File: src/rtl/spi_pkg.sv
// rtl/spi_pkg.sv - shared SPI definitions: FSM state encoding and constants common to master and slave
package spi_pkg;

    typedef enum logic {
        IDLE  = 1'b0,
        SHIFT = 1'b1
    } spi_state_t;

    localparam int         SPI_SYNC_MIN   = 2;
    localparam logic [7:0] SPI_DEFAULT_TX = 8'hFF;

endpackage

File: src/rtl/spi_slave_if.sv
// rtl/spi_slave_if.sv - SPI pin and local tx/rx bundle between the slave and its master/register side
// Signals: sclk, ss_n, mosi (pins in), miso, miso_oe (pins out), tx_data/tx_load/tx_ready (tx holding buffer),
//          rx_data/rx_valid (received words), busy; tx_underrun when SPI_SLAVE_UNDERRUN_FLAG_EN is defined.
// Modports: slave (the spi_slave), master (SPI master pins plus the local register block).
interface spi_slave_if #(
    parameter int DATA_W = 8
);
    logic              sclk;
    logic              ss_n;
    logic              mosi;
    logic              miso;
    logic              miso_oe;
    logic [DATA_W-1:0] tx_data;
    logic              tx_load;
    logic              tx_ready;
    logic [DATA_W-1:0] rx_data;
    logic              rx_valid;
    logic              busy;
`ifdef SPI_SLAVE_UNDERRUN_FLAG_EN
    logic              tx_underrun;

    modport slave (
        input  sclk, ss_n, mosi, tx_data, tx_load,
        output miso, miso_oe, tx_ready, rx_data, rx_valid, busy, tx_underrun
    );

    modport master (
        output sclk, ss_n, mosi, tx_data, tx_load,
        input  miso, miso_oe, tx_ready, rx_data, rx_valid, busy, tx_underrun
    );
`else
    modport slave (
        input  sclk, ss_n, mosi, tx_data, tx_load,
        output miso, miso_oe, tx_ready, rx_data, rx_valid, busy
    );

    modport master (
        output sclk, ss_n, mosi, tx_data, tx_load,
        input  miso, miso_oe, tx_ready, rx_data, rx_valid, busy
    );
`endif
endinterface

File: src/rtl/spi_sync_edge.sv
// rtl/spi_sync_edge.sv - multi-flop synchroniser with one-clk rise/fall pulses for an asynchronous 1-bit input
// Ports: clk, reset (async, active-low), i_async (raw input), o_level (synchronised level),
//        o_rise / o_fall (one-clk pulses on synchronised edges).
module spi_sync_edge #(
    parameter int   SYNC_STAGES = 2,
    parameter logic RESET_VAL   = 1'b0
) (
    input  logic clk,
    input  logic reset,
    input  logic i_async,
    output logic o_level,
    output logic o_rise,
    output logic o_fall
);

    logic [SYNC_STAGES-1:0] r_sync;
    logic                   r_prev;
    // Edges are suppressed until the chain holds real samples, so a pin
    // that differs from RESET_VAL after reset does not fake an edge.
    logic [SYNC_STAGES:0]   r_primed;
    logic                   w_primed;

    always_ff @(posedge clk or negedge reset) begin
        if (!reset) begin
            r_sync   <= {SYNC_STAGES{RESET_VAL}};
            r_prev   <= RESET_VAL;
            r_primed <= '0;
        end else begin
            r_sync   <= {r_sync[SYNC_STAGES-2:0], i_async};
            r_prev   <= r_sync[SYNC_STAGES-1];
            r_primed <= {r_primed[SYNC_STAGES-1:0], 1'b1};
        end
    end

    assign w_primed = r_primed[SYNC_STAGES];
    assign o_level  = r_sync[SYNC_STAGES-1];
    assign o_rise   = w_primed &  o_level & ~r_prev;
    assign o_fall   = w_primed & ~o_level &  r_prev;

endmodule

File: src/rtl/spi_slave.sv
// rtl/spi_slave.sv - SPI mode-0 slave, MSB first, oversampled by clk, with tx holding buffer and burst support
// Ports: clk, reset (async, active-low), bus (spi_slave_if.slave: pins, tx buffer, rx word, busy).
// Optional: SPI_SLAVE_UNDERRUN_FLAG_EN adds sticky bus.tx_underrun.
module spi_slave
    import spi_pkg::*;
#(
    parameter int                DATA_W      = 8,
    parameter int                SYNC_STAGES = SPI_SYNC_MIN,
    parameter logic [DATA_W-1:0] DEFAULT_TX  = DATA_W'(SPI_DEFAULT_TX)
) (
    input  logic       clk,
    input  logic       reset,
    spi_slave_if.slave bus
);

    localparam int STAGES = (SYNC_STAGES < SPI_SYNC_MIN) ? SPI_SYNC_MIN : SYNC_STAGES;
    localparam int CNT_W  = (DATA_W > 2) ? $clog2(DATA_W) : 1;
    localparam logic [CNT_W-1:0] CNT_LAST = CNT_W'(DATA_W - 1);

    logic w_sclk_level, w_sclk_rise, w_sclk_fall;
    logic w_ss_level, w_ss_rise, w_ss_fall;
    logic w_unused_levels;

    spi_sync_edge #(.SYNC_STAGES(STAGES), .RESET_VAL(1'b0)) u_sync_sclk (
        .clk     (clk),
        .reset   (reset),
        .i_async (bus.sclk),
        .o_level (w_sclk_level),
        .o_rise  (w_sclk_rise),
        .o_fall  (w_sclk_fall)
    );

    spi_sync_edge #(.SYNC_STAGES(STAGES), .RESET_VAL(1'b1)) u_sync_ss (
        .clk     (clk),
        .reset   (reset),
        .i_async (bus.ss_n),
        .o_level (w_ss_level),
        .o_rise  (w_ss_rise),
        .o_fall  (w_ss_fall)
    );

    assign w_unused_levels = w_sclk_level | w_ss_level;

    // mosi shares the sclk delay so its level lines up with rise pulses.
    logic [STAGES-1:0] r_mosi_sync;
    logic              w_mosi;

    always_ff @(posedge clk or negedge reset) begin
        if (!reset) r_mosi_sync <= '0;
        else        r_mosi_sync <= {r_mosi_sync[STAGES-2:0], bus.mosi};
    end

    assign w_mosi = r_mosi_sync[STAGES-1];

    spi_state_t        r_state, w_state_next;
    logic [DATA_W-1:0] r_tx_buf;
    logic              r_tx_ready;
    logic [DATA_W-1:0] r_tx_shift;
    logic [DATA_W-1:0] r_rx_shift;
    logic [CNT_W-1:0]  r_bit_cnt;
    logic              r_word_done;
    logic [DATA_W-1:0] r_rx_data;
    logic              r_rx_valid;

    logic              w_frame_start;
    logic              w_consume;
    logic              w_tx_shift_en;
    logic              w_rx_shift_en;
    logic              w_miso, w_miso_oe, w_busy;
    logic              w_tx_accept;
    logic [DATA_W-1:0] w_tx_word;

    assign w_tx_accept = bus.tx_load & r_tx_ready;
    assign w_tx_word   = r_tx_ready ? DEFAULT_TX : r_tx_buf;

    always_ff @(posedge clk or negedge reset) begin
        if (!reset) r_state <= IDLE;
        else        r_state <= w_state_next;
    end

    always_comb begin
        w_state_next  = r_state;
        w_frame_start = 1'b0;
        w_consume     = 1'b0;
        w_tx_shift_en = 1'b0;
        w_rx_shift_en = 1'b0;
        w_miso        = 1'b0;
        w_miso_oe     = 1'b0;
        w_busy        = 1'b0;
        case (r_state)
            IDLE: begin
                if (w_ss_fall) begin
                    w_frame_start = 1'b1;
                    w_consume     = 1'b1;
                    w_state_next  = SHIFT;
                end
            end
            SHIFT: begin
                w_miso        = r_tx_shift[DATA_W-1];
                w_miso_oe     = 1'b1;
                w_busy        = 1'b1;
                // A last rise coinciding with deselect still completes the word.
                w_rx_shift_en = w_sclk_rise;
                if (w_sclk_fall) begin
                    if (r_bit_cnt == '0) w_consume     = 1'b1;
                    else                 w_tx_shift_en = 1'b1;
                end
                if (w_ss_rise) begin
                    w_consume     = 1'b0;
                    w_tx_shift_en = 1'b0;
                    w_state_next  = IDLE;
                end
            end
            default: w_state_next = IDLE;
        endcase
    end

    // Holding buffer: a consume empties it first, so a same-clk load lands
    // after the old word has been taken.
    always_ff @(posedge clk or negedge reset) begin
        if (!reset) begin
            r_tx_buf   <= '0;
            r_tx_ready <= 1'b1;
        end else begin
            if (w_consume) r_tx_ready <= 1'b1;
            if (w_tx_accept) begin
                r_tx_buf   <= bus.tx_data;
                r_tx_ready <= 1'b0;
            end
        end
    end

    always_ff @(posedge clk or negedge reset) begin
        if (!reset) begin
            r_tx_shift  <= '0;
            r_rx_shift  <= '0;
            r_bit_cnt   <= '0;
            r_word_done <= 1'b0;
            r_rx_data   <= '0;
            r_rx_valid  <= 1'b0;
        end else begin
            if (w_consume)          r_tx_shift <= w_tx_word;
            else if (w_tx_shift_en) r_tx_shift <= {r_tx_shift[DATA_W-2:0], 1'b0};

            if (w_frame_start) begin
                r_bit_cnt <= '0;
            end else if (w_rx_shift_en) begin
                r_rx_shift <= {r_rx_shift[DATA_W-2:0], w_mosi};
                r_bit_cnt  <= (r_bit_cnt == CNT_LAST) ? '0 : r_bit_cnt + 1'b1;
            end

            r_word_done <= w_rx_shift_en && (r_bit_cnt == CNT_LAST);
            r_rx_valid  <= r_word_done;
            if (r_word_done) r_rx_data <= r_rx_shift;
        end
    end

`ifdef SPI_SLAVE_UNDERRUN_FLAG_EN
    logic r_tx_underrun;

    always_ff @(posedge clk or negedge reset) begin
        if (!reset)                       r_tx_underrun <= 1'b0;
        else if (w_consume && r_tx_ready) r_tx_underrun <= 1'b1;
        else if (w_tx_accept)             r_tx_underrun <= 1'b0;
    end

    assign bus.tx_underrun = r_tx_underrun;
`endif

    assign bus.miso     = w_miso;
    assign bus.miso_oe  = w_miso_oe;
    assign bus.busy     = w_busy;
    assign bus.tx_ready = r_tx_ready;
    assign bus.rx_data  = r_rx_data;
    assign bus.rx_valid = r_rx_valid;

endmodule

File: src/flat_wrapper.sv
// flat-port wrapper written by rule: the top's interface ports become plain ports
module spi_slave_flat import spi_pkg::*;
#(
    parameter int                DATA_W      = 8,
    parameter int                SYNC_STAGES = SPI_SYNC_MIN,
    parameter logic [DATA_W-1:0] DEFAULT_TX  = DATA_W'(SPI_DEFAULT_TX)
)
  (clk, reset, bus_sclk, bus_ss_n, bus_mosi, bus_tx_data, bus_tx_load, bus_miso, bus_miso_oe, bus_tx_ready, bus_rx_data, bus_rx_valid, bus_busy);
  spi_slave_if #(.DATA_W(DATA_W)) bus_i ();
  input  logic clk;
  input  logic reset;
  input wire logic [$bits(bus_i.sclk)-1:0] bus_sclk;
  input wire logic [$bits(bus_i.ss_n)-1:0] bus_ss_n;
  input wire logic [$bits(bus_i.mosi)-1:0] bus_mosi;
  input wire logic [$bits(bus_i.tx_data)-1:0] bus_tx_data;
  input wire logic [$bits(bus_i.tx_load)-1:0] bus_tx_load;
  output wire logic [$bits(bus_i.miso)-1:0] bus_miso;
  output wire logic [$bits(bus_i.miso_oe)-1:0] bus_miso_oe;
  output wire logic [$bits(bus_i.tx_ready)-1:0] bus_tx_ready;
  output wire logic [$bits(bus_i.rx_data)-1:0] bus_rx_data;
  output wire logic [$bits(bus_i.rx_valid)-1:0] bus_rx_valid;
  output wire logic [$bits(bus_i.busy)-1:0] bus_busy;
  assign bus_i.sclk = bus_sclk;
  assign bus_i.ss_n = bus_ss_n;
  assign bus_i.mosi = bus_mosi;
  assign bus_i.tx_data = bus_tx_data;
  assign bus_i.tx_load = bus_tx_load;
  assign bus_miso = bus_i.miso;
  assign bus_miso_oe = bus_i.miso_oe;
  assign bus_tx_ready = bus_i.tx_ready;
  assign bus_rx_data = bus_i.rx_data;
  assign bus_rx_valid = bus_i.rx_valid;
  assign bus_busy = bus_i.busy;
  spi_slave #(.DATA_W(DATA_W), .SYNC_STAGES(SYNC_STAGES), .DEFAULT_TX(DEFAULT_TX)) u_core (.clk(clk), .reset(reset), .bus(bus_i));
endmodule
File: config.mk
export PLATFORM = sky130hd
export DESIGN_NAME = spi_slave_flat
export DESIGN_NICKNAME = d
export VERILOG_FILES = /design/src/rtl/spi_pkg.sv /design/src/rtl/spi_slave_if.sv /design/src/rtl/spi_sync_edge.sv /design/src/rtl/spi_slave.sv /design/src/flat_wrapper.sv
export SDC_FILE = /design/constraint.sdc
export NUM_CORES = 1
export LEC_CHECK = 0
export ABC_AREA = 1
export BUFFER_PORTS_ARGS = -buffer_cell sky130_fd_sc_hd__buf_4
export CORE_UTILIZATION = 55
export CTS_BUF_LIST = sky130_fd_sc_hd__clkbuf_8
export CTS_CLUSTER_SIZE = 16
export DETAILED_ROUTE_END_ITERATION = 10
export HOLD_SLACK_MARGIN = 0.15
export PLACE_DENSITY_LB_ADDON = 0.12
export RECOVER_POWER = 25
export SLEW_MARGIN = 40
export SYNTH_ARGS = -nofsm -noshare
export SYNTH_HDL_FRONTEND = slang
export SYNTH_SLANG_ARGS = --single-unit
File: constraint.sdc
create_clock -name clk -period 1.9 [get_ports clk]
set_clock_uncertainty 0.15 [all_clocks]
set_input_delay 0.38 -clock clk [delete_from_list [all_inputs] [get_ports clk]]
set_output_delay 0.38 -clock clk [all_outputs]
set_load 0.01 [all_outputs]
==> out/metrics.cfg, run 1 <==
[run_status]
outcome=completed

[clock_network]
cts_buffers=5
clk_pin_slew_worst_paths_ns=0.09
cts-resized-gates=0
cts_buffer_depth=2
cts_tree=yes
hold_buffers=12
cts-htree-levels=2
cts_setup_buffers=0
clk_latency_ns=0.31
cts_sinks=50
clockRootBuffer=clkbuf_8

[logic_synthesis]
syn_avg_cell_area_um2=9.806
synthArstFlopShare=1.000
ys_seq_area_frac=0.6129
synth_top_area_share=0.5617
synth_ff_type=dfrtp_1
synth_area_leaders=dfrtp_1 (56%), nand2_1 (9.9%), nand3_1 (5.4%)
yosysMostFrequentCell=nand2_1
synth.distinct_cells=24
syn-num-nets=226
synth_common_cells=nand2_1 (54), dfrtp_1 (46), nand3_1 (22)
synth-edff-count=0
synth_cells=209
yosys.area.top_type=dfrtp_1
syn_area_mm2=0.002049
yosys_warnings=0
synth_seq_cells=50

[critical_path]
startpoint_type=flip-flop
cpMaxStageDelayCell=dfstp_2
critical_path_class=reg -> out
critical_path.max_fanout=11
worstPathRequired_ns=1.37
rrSetupSlack_ns=0.29
end_kind=primary output
path_delay_family=flip-flops
crit_buf_inv=1
crit_path_cell_trace=buf_4
max_stage_delay_ns=0.65
critPathArrivalTime_ns=1.11

[grt]
grt_pass1_vias=1508
grt_overflow=0
grt_usage=0.2312
antenna_found_initial=0
grt_pass1_wl_um=6913
grt_max_degree=51

[routing]
drc_errors=0
via_per_inst=4.963
wirelength_um=3830
ant_nets=0
dr.first_iter.drc_count=86
vias=1474
wire_per_inst_um=12.90
dr.pass1.iters=4

[run]
max_cap_viol_count=0

[placement]
place.gp.congestion=0.8131
place_hpwl_um=2538
io_buffers=26
place_area_mm2=0.002271
pre_cts_slack_ns=0.2966

[timing]
slew_headroom=0.5927
min_period_ns=1.642
setup_tns_ns=0
fin_ws_ns=0.2577
maxSlewViolCount=0
post-route-period-util=0.8644
clock.fmax_ghz=0.6089
worst_pin_slew_ns=0.6109
rsz0062_at_grt=no
hold_violations=0
setup_viol=0

[pwr]
powerDensity_mw_per_mm2=1134
leakage_nw=1.286
vdd_drop_max_v=0.0006843

[final_layout]
fin_nets=267
final_cell_area_mm2=0.002492
drive_above_1_share=0.1952
diodes=0
syn_to_final_growth_pct=21.61

[floorplan]
ios=27
die_h_um=63.05
start_util=0.5954
die-width_um=63.05
coreArea_mm2=0.003442
die_area_mm2=0.003975
num_rows=21

[min_path]
hold_path_class=reg -> reg

[layout by cell type, fill, tap and decap left out, types with 4 or more instances in the layout]
master and count:
a21oi_1 8, nand3b_1 4, nand2_4 4, dfrtp_1 46, buf_4 23, nand3_1 22
nand2_1 54, nor2_1 18, inv_1 20, dlygate4sd3_1 12, o21ai_0 8, clkbuf_8 7
[path summary, 6_finish.rpt]
| kind | from | end | depth (start not counted) |
|---|---|---|---|
| hold reg to reg | u_core.u_sync_sclk.r_primed[1] | u_core.u_sync_sclk.r_primed[2] | 0 |
| setup reg to reg | u_core.r_bit_cnt[0] | u_core.r_tx_shift[2] | 11 |
| max in group asynchronous | reset | u_core.r_bit_cnt[2] | 2 |
| min in group asynchronous | reset | u_core.r_mosi_sync[1] | 2 |
| hold / removal | u_core.u_sync_sclk.r_primed[1] | u_core.u_sync_sclk.r_primed[2] | 0 |
| setup / recovery | u_core.bus.tx_ready | bus_tx_ready | 1 |
[area by class of cell]
class / instances / area, um^2
fill: 258 / 949.7
tap: 46 / 57.56
sequential: 50 / 1256
clock buffer: 7 / 96.34
timing repair buffer: 39 / 319.1
clock inverter: 1 / 8.758
inverter: 21 / 78.83
multi-input combinational: 133 / 675.6
[report_power, final]
group	leakage [nW]	internal (mW)	total [mW]	switching, mW
Combinational	0.593	0.281	0.666	0.384
Clock	0.0544	0.334	0.681	0.347
Sequential	0.638	1.32	1.48	0.165
[registers in the layout, summed over array words and instances (netlist names), 2 cells and up]
| register | flops |
|---|---|
| u_core.u_sync_sclk.r_sync | 2 |
| u_core.u_sync_ss.r_sync | 2 |
| u_core.r_tx_buf | 8 |
| u_core.bus.rx_data | 8 |
| u_core.r_mosi_sync | 2 |
| u_core.r_rx_shift | 8 |
| u_core.u_sync_sclk.r_primed | 3 |
| u_core.r_tx_shift | 8 |
| u_core.r_bit_cnt | 3 |
[metal layers]
layer  vias to the layer above  routed length (um)  track usage
met5                         -                   0            0
met4                         0                  51      0.06977
met3                         6                 151      0.06569
met2                        33                1856       0.3669
met1                       695                1771       0.3081
li1                        740                   -            -
[per-stage QoR]
stage / util / power, mW / cells / hold WS [ns]
finish: 0.7241 / 2.827 / 297 / 0.2040
floorplan: - / 1.933 / 209 / -0.06559
detailed placement: 0.6598 / 2.142 / 277 / 0.1864
CTS: 0.7252 / 2.844 / 297 / 0.2074
global placement: 0.6598 / 2.111 / 277 / 0.1815
global route: 0.7241 / 3.013 / 297 / 0.2207
[cell families (layout without fill, tap and decap cells)]
family          after synthesis  in the layout  synth area share
flops                        50             50            0.6129
buf+inv                      26             68           0.05738
compound gates               19             19           0.04701
other cells                   1              1          0.001830
simple gates                109            109            0.2570
mux                           1              1          0.005494
fa+ha+maj                     3              3           0.01832
Power figures use the tool's default switching activity.
==> run 2, diff against run 1 <==
CORE_ASPECT_RATIO = 1.1   (was not set)
==> run 2 against run 1 <==
Net effect:
- sequential power about the same
- global-route usage shrank 0.96 points
- worst setup slack improved by 0.042 ns
- critical path depth unchanged
- via count decreased by 2.0%
- clock power increased by 5.7%
- utilization rose by 0.24 points
- largest power group unchanged
==> out/metrics.cfg, run 2 (synthesized netlist as in run 1, its figures left out) <==
[run_status]
outcome=completed

[run]
max_cap_viol_count=0

[timing]
setup_viol=0
min_period_ns=1.600
clock.fmax_ghz=0.6250
post-route-period-util=0.8421
maxSlewViolCount=0
setup_tns_ns=0
hold_violations=0
rsz0062_at_grt=no
slew_headroom=0.5988
worst_pin_slew_ns=0.6018

[final_layout]
stdcell_count=299
diodes=0
multiInputGateArea_um2=675.6
fin_nets=267
num-fill-cells=272
syn_to_final_growth_pct=21.98
final_cell_mix=nand2_1 (54), dfrtp_1 (46), buf_4 (23), nand3_1 (22), inv_1 (21)
layout_commonest_cell=nand2_1
final_util=0.7265
final-seq-area_mm2=0.001256
drive_above_1_share=0.1912

[routing]
via_per_inst=4.833
wire_per_inst_um=11.88
wirelength_um=3552
drc_errors=0
dr.first_iter.drc_count=39
ant_nets=0
vias=1445
dr.pass1.iters=4

[grt]
grt_max_degree=51
grt_pass1_vias=1515
top_usage_layer=met2
use_met1=0.2675
use_met2=0.3750
grt_overflow=0
grtUsageMet3=0.04110
antenna_found_initial=0
grt_usage=0.2216
grt_pass1_wl_um=6396

[floorplan]
ios=27
die_area_mm2=0.003974
die_h_um=66.02
num_rows=22
die-width_um=60.20
coreArea_mm2=0.003441
start_util=0.5956

[pwr]
powerDensity_mw_per_mm2=1139
leakage_nw=1.287
vdd_drop_max_v=0.0006168
power_mw=2.847

[clock_network]
cts_setup_buffers=0
cts-resized-gates=0
cts_buffers=5
cts_sinks=50
cts_buffer_depth=2
clk_pin_slew_worst_paths_ns=0.09
clk_latency_ns=0.30
cts-htree-levels=2
cts_tree=yes
clockRootBuffer=clkbuf_8

[critical_path]
path_delay_family=flip-flops
critical_path_class=reg -> out
crit_path_cell_trace=buf_4
critical_path.max_fanout=11
max_stage_delay_ns=0.63
startpoint_type=flip-flop
critPathArrivalTime_ns=1.07
cpMaxStageDelayCell=dfstp_2
worstPathRequired_ns=1.37
crit_buf_inv=1
end_kind=primary output

[placement]
place_hpwl_um=2495
io_buffers=26
dp_cells=279
place.gp.congestion=0.8420

[min_path]
hold_path_class=reg -> reg

[run 2: cell types whose count changed in the layout (fill, tap and decap cells not counted), sizes merged]
cell and change:
clkinv -1, inv +1, bufinv +1, clkinvlp +1
clkbuf -2
[run 2: final timing paths]
| path | start | to | slack, ns | cells after the start |
|---|---|---|---|---|
| setup / recovery | u_core.bus.tx_ready | bus_tx_ready | 0.30 | 1 |
| hold reg to reg | u_core.u_sync_sclk.r_primed[1] | u_core.u_sync_sclk.r_primed[2] | 0.21 | 0 |
| setup reg to reg | u_core.r_state | u_core.r_tx_shift[4] | 0.31 | 6 |
| hold / removal | u_core.u_sync_sclk.r_primed[1] | u_core.u_sync_sclk.r_primed[2] | 0.21 | 0 |
| max in group asynchronous | reset | u_core.r_tx_shift[7] | 0.71 | 2 |
| min in group asynchronous | reset | u_core.r_bit_cnt[0] | 0.47 | 2 |
[run 2: what timing repair did]
action / CTS / global route
hold endpoints to repair: 57 / 0
setup endpoints to repair: 0 / 0
hold buffers: 12 / 0
[run 2: area by class of cell]
| class | instances | share of cell area |
|---|---|---|
| Tap cell | 48 | 0.02402 |
| Timing Repair Buffer | 39 | 0.1276 |
| Sequential cell | 50 | 0.5025 |
| Multi-Input combinational cell | 133 | 0.2703 |
| Inverter | 21 | 0.03153 |
| Clock buffer | 5 | 0.02753 |
| Clock inverter | 3 | 0.01652 |
[run 2: routing by layer]
layer / wire length, um / part of all wire
met5: 0 / 0
met4: 65 / 0.018
met3: 109 / 0.031
met2: 1811 / 0.51
met1: 1565 / 0.44
[run 2: per-stage QoR]
stage	hold WS [ns]	instance area (um^2)	setup WS (ns)
2_1_floorplan	-0.06559	2049	0.4812
3_3_place_gp	0.1831	2273	0.3806
3_5_place_dp	0.1865	2273	0.3091
4_1_cts	0.2117	2504	0.2870
5_1_grt	0.2184	2500	0.1463
6_report	0.2088	2500	0.2999
[run 2: worst reg2reg max path, cell delays in order (launching register included)]
cell	delay, ns
dfrtp_1	0.48
nor2_2	0.19
nand3_4	0.22
nand2_4	0.19
nand3_1	0.11
nand3_1	0.08
nand2_1	0.06
[run 2: power breakdown]
part / leakage [nW] / internal, mW / switching (mW)
clock: 0.0556 / 0.387 / 0.332
sequential: 0.638 / 1.32 / 0.163
combinational: 0.593 / 0.281 / 0.368
